$ cat src/rtl/crc_ctrl_pkg.sv
// Shared types and constants for the CRC engine sequencer.
// State encoding, mode select values and a small sizing helper.
package crc_ctrl_pkg;

    typedef enum logic [1:0] {
        IDLE,
        LOAD,
        SHIFT,
        DONE
    } state_t;

    localparam logic MODE_ENC = 1'b0;
    localparam logic MODE_DEC = 1'b1;

    function automatic int max_int(input int a, input int b);
        return (a > b) ? a : b;
    endfunction

endpackage

$ cat src/rtl/crc_shift_counter.sv
// Loadable down-counter for the shift phase.
// Load wins over decrement; the count saturates at zero.
module crc_shift_counter #(
    parameter int CNT_W = 6
) (
    input  logic             clk,
    input  logic             rst,
    input  logic             load,
    input  logic [CNT_W-1:0] load_val,
    input  logic             dec,
    output logic             zero
);

    logic [CNT_W-1:0] count;

    always_ff @(posedge clk or negedge rst) begin
        if (!rst) begin
            count <= '0;
        end else if (load) begin
            count <= load_val;
        end else if (dec && (count != '0)) begin
            count <= count - 1'b1;
        end
    end

    assign zero = (count == '0);

endmodule

$ cat src/rtl/crc_engine_arbiter.sv
// Round-robin sequencer sharing one CRC shift engine
// between the memory write (encode) and read (decode) paths.
module crc_engine_arbiter
    import crc_ctrl_pkg::*;
#(
    parameter int WR_SHIFT_CYCLES = 32,
    parameter int RD_SHIFT_CYCLES = 40,
    parameter int CNT_W =
        $clog2(max_int(WR_SHIFT_CYCLES, RD_SHIFT_CYCLES))
) (
    input  logic clk,
    input  logic rst,
    input  logic write,
    input  logic read,
    input  logic crc_zero,
    output logic crc_load_en,
    output logic crc_shift_en,
    output logic crc_mode,
    output logic write_mem_en,
    output logic read_data_valid,
    output logic read_error,
    output logic write_busy,
    output logic read_busy
);

    state_t state, state_nx;
    logic   pending_wr, pending_rd;
    logic   last_grant, active_mode;
    logic   acc_wr, acc_rd;
    logic   req_wr, req_rd;
    logic   arb_slot;
    logic   grant_wr, grant_rd, grant;
    logic   cnt_zero;
    logic   engaged;
    logic [CNT_W-1:0] load_val;

    assign engaged    = (state != IDLE);
    assign write_busy = pending_wr | (engaged & (active_mode == MODE_ENC));
    assign read_busy  = pending_rd | (engaged & (active_mode == MODE_DEC));

    assign acc_wr = write & ~write_busy;
    assign acc_rd = read & ~read_busy;
    assign req_wr = pending_wr | acc_wr;
    assign req_rd = pending_rd | acc_rd;

    // On a tie the side opposite the previous grant wins.
    assign arb_slot = (state == IDLE) || (state == DONE);
    assign grant_wr = arb_slot & req_wr &
                      (~req_rd | (last_grant == MODE_DEC));
    assign grant_rd = arb_slot & req_rd &
                      (~req_wr | (last_grant == MODE_ENC));
    assign grant    = grant_wr | grant_rd;

    assign load_val = grant_wr ? CNT_W'(WR_SHIFT_CYCLES - 1)
                               : CNT_W'(RD_SHIFT_CYCLES - 1);

    crc_shift_counter #(
        .CNT_W(CNT_W)
    ) u_cnt (
        .clk     (clk),
        .rst     (rst),
        .load    (grant),
        .load_val(load_val),
        .dec     (state == SHIFT),
        .zero    (cnt_zero)
    );

    always_ff @(posedge clk or negedge rst) begin
        if (!rst) begin
            state       <= IDLE;
            pending_wr  <= 1'b0;
            pending_rd  <= 1'b0;
            last_grant  <= MODE_DEC;
            active_mode <= MODE_ENC;
        end else begin
            state <= state_nx;
            if (grant_wr) begin
                pending_wr <= 1'b0;
            end else if (acc_wr) begin
                pending_wr <= 1'b1;
            end
            if (grant_rd) begin
                pending_rd <= 1'b0;
            end else if (acc_rd) begin
                pending_rd <= 1'b1;
            end
            if (grant) begin
                last_grant  <= grant_rd;
                active_mode <= grant_rd;
            end
        end
    end

    always_comb begin
        state_nx = state;
        unique case (state)
            IDLE:  if (grant) state_nx = LOAD;
            LOAD:  state_nx = SHIFT;
            SHIFT: if (cnt_zero) state_nx = DONE;
            DONE:  state_nx = grant ? LOAD : IDLE;
            default: state_nx = IDLE;
        endcase
    end

    always_comb begin
        crc_load_en     = (state == LOAD);
        crc_shift_en    = (state == SHIFT);
        crc_mode        = engaged & active_mode;
        write_mem_en    = (state == DONE) & (active_mode == MODE_ENC);
        read_data_valid = (state == DONE) & (active_mode == MODE_DEC);
        read_error      = read_data_valid & ~crc_zero;
    end

endmodule

$ cat config.mk
export PLATFORM = sky130hd
export DESIGN_NAME = crc_engine_arbiter
export DESIGN_NICKNAME = d
export VERILOG_FILES = /design/src/rtl/crc_ctrl_pkg.sv /design/src/rtl/crc_shift_counter.sv /design/src/rtl/crc_engine_arbiter.sv
export SDC_FILE = /design/constraint.sdc
export NUM_CORES = 1
export LEC_CHECK = 0
export ABC_AREA = 0
export CORE_MARGIN = 5
export CORE_UTILIZATION = 46
export CTS_CLUSTER_DIAMETER = 80
export DETAILED_ROUTE_END_ITERATION = 16
export HOLD_SLACK_MARGIN = 0.15
export PLACE_DENSITY = 0.84
export SLEW_MARGIN = 20
export SYNTH_ARGS = -nofsm -noshare
export SYNTH_HDL_FRONTEND = slang
export SYNTH_SLANG_ARGS = --single-unit
$ cat constraint.sdc
create_clock -name clk -period 1.8 [get_ports clk]
set_input_delay 0.36 -clock clk [delete_from_list [all_inputs] [get_ports clk]]
set_output_delay 0.36 -clock clk [all_outputs]
set_load 0.02 [all_outputs]
==> run summary <==
Status: completed
Core area: 0.00156 sq mm
Sequential area share after synthesis: 0.389
Worst r2r src: state[0]
Reg clk slew, reported paths: 0.08 ns
Htree depth: 1
Clock buffer count from CTS: 3
Routability cong.: 0.835
Met3 capacity usage during global routing: 0.0291
Setup-failing EPs final: 0
PwrDens: 2010 mW/mm^2
Reg2reg setup slack: 0.06 ns
Maximum VDD drop: 1.02 mV
WHS: 0.448 ns
CTS tree: done
GRT met1 Usage: 0.154
Vias in the first global route: 628
Total Power: 0.00204 W
CP max stage delay: 0.41 ns
Yosys reg bits: 12
Vias per inst: 5.46
Grt met2 use: 0.247
I/O pin count: 13
Die area: 0.00260 sq mm
Mapped Cells: 77
Async SR Flop Fraction: 1.00
Yosys warns: 0
Setup crit start kind: register
Top cell type's share of synthesized area: 0.355
Post-Syn Area per Cell: 10.1 sq um
Crit path arrival time: 1.90 ns
Clock root cell: clkbuf_4
Most frequent cell after synthesis: dfrtp_1
Aggregate global-route resource usage: 0.140
Residual DRC: 0
Ant. Diodes: 0
Largest net degree at the start of global routing: 13
Die span in x: 51.0 um
Min Tclk post-route: 1.74 ns
Number of DRC markers in iteration 0: 10
# clock sinks: 12
Clock buffer depth: 2
FP Rows: 14
Vias after detailed routing: 644
DRT Wirelength: 1590 um
Initial DRT Pass Iterations: 4
Placed inst area: 977 sq um
Post-route cell area: 0.00102 sq mm
Commonest cells post-synth: dfrtp_1, ha_1, inv_1, nor2_1, nand2_1
Leak pwr: 0.474 nW
Number of library cell types mapped by synthesis: 34
Post-Synthesis Cell Area: 774 sq um
GRT Residual Overflow: 0
Worst r2r dst: state[0]
Gr busiest metal: met2
Reg2Reg Depth: 6
RSZ-0062 raised after global routing: true
Final ANT Viol Nets: 0
Main area contributors after synthesis: dfrtp_1, ha_1, a2111oi_4
Period utilization: 0.967
FMAX: 0.575 GHz
Initial Util: 0.497
Number of synthesized flops with an enable pin: 0
Worst clock skew: 0.00344 ns
Final hold vios: 0
MaxCap Viol Count: 0
Max_slew headroom: 0.615
CP max FO: 4
Share of layout cells above drive strength 1: 0.304
Final setup margin: 0.0600 ns
Post-Syn Nets: 88
Top_reg_cell synth: dfrtp_1
Final #Nets: 114
Critical-path cell list: inv_2 > ha_4 > nand2b_4 > a2111oi_4 > o31ai_1 > a221o_1
Hold Crit Class: input pin to asynchronous set/reset pin
Crit path max-delay cell type: dfrtp_1
WL per Instance: 13.5 um
Synth-to-Final Area Change: 31.2%
Slew Limit Fails: 0
Critical path endpoint category: register
Req. time, crit path: 1.96 ns
Crit Path Category: register to register
PortBufs: 12
Tightest Pin Transition: 0.576 ns
Global-route wire length before repair: 2740 um
Die Height: 51.0 um
Initial antenna violation count: 0
Leading area contributor after synthesis: dfrtp_1
Clk_lat worst skew: 0.27 ns
Setup WS pre-CTS: -0.0862 ns
-- sequential cells by signal, indices dropped and copies added, names as in the netlist --
signal and flops:
u_cnt.count 6, state 2, active_mode 1, last_grant 1, pending_rd 1, pending_wr 1
-- power by group --
| part | switching [W] | internal (W) | leakage [nW] |
|---|---|---|---|
| Clock | 0.0000937 | 0.000123 | 0.0210 |
| Combinational | 0.000631 | 0.000649 | 0.319 |
| Sequential | 0.000133 | 0.000409 | 0.134 |
| Total | 0.000857 | 0.00118 | 0.474 |
-- final cells by class --
type	instances	area, sq um
clock buffers	4	36.3
fillers	133	543
inverters	6	22.5
multi-input cells	58	463
flip-flops and latches	12	302
well taps	16	20.0
repair buffers	22	173
-- through the flow --
step,std cells,TNS (ns),util
after floorplan,77,0,-
after global placement,111,-0.103,0.627
after detailed placement,111,-0.198,0.627
after CTS,117,-0.0515,0.658
after global routing,118,-0.0680,0.652
final,118,0,0.652
-- placed cells by master, fill, tap and decap left out, types with 3 or more instances in the layout --
cell type         n
a21oi_1           3
buf_4            10
clkbuf_4          3
clkdlybuf4s50_1   4
dfrtp_1          11
ha_1              3
inv_1             4
nand2_1           5
nand3_1           4
nor2_1            6
o21bai_1          3
-- repair_timing --
item	CTS	global route
setup buffers	2	1
pin swaps	1	3
hold buffers	0	0
gates resized for setup	14	8
setup endpoints to repair	9	9
-- critical path, delay by kind of cell (launching register included) --
| kind | cells | cell delay [ns] |
|---|---|---|
| compound gates | 3 | 0.81 |
| fa+ha+maj | 1 | 0.17 |
| buf+inv | 1 | 0.08 |
| flops | 1 | 0.41 |
| simple gates | 1 | 0.16 |
-- routing by layer --
metal	up-vias	wire [um]
met5	-	0
met1	301	684
met3	4	75
met4	0	27
met2	16	800
li1	323	-
-- logic make-up (layout without fill, tap and decap cells) --
kind of cell,count (synthesis),count (layout),share of synthesized area
mux,2,2,0.0291
flops,12,12,0.389
simple gates,28,28,0.195
fa+ha+maj,6,6,0.0969
buf+inv,7,32,0.0355
xor+xnor,1,1,0.0113
compound gates,21,21,0.242
-- worst max path at each step --
| stage | from | end | slack [ns] | depth (start not counted) |
|---|---|---|---|---|
| floorplan | state[1] | state[0] | 0.02 | 6 |
| global placement | write | state[0] | -0.03 | 5 |
| detailed placement | write | state[0] | -0.09 | 5 |
| CTS | state[0] | read_error | -0.03 | 4 |
| global route | state[0] | state[0] | -0.03 | 6 |
| finish | state[0] | state[0] | 0.06 | 6 |
Power figures use the tool's default switching activity.
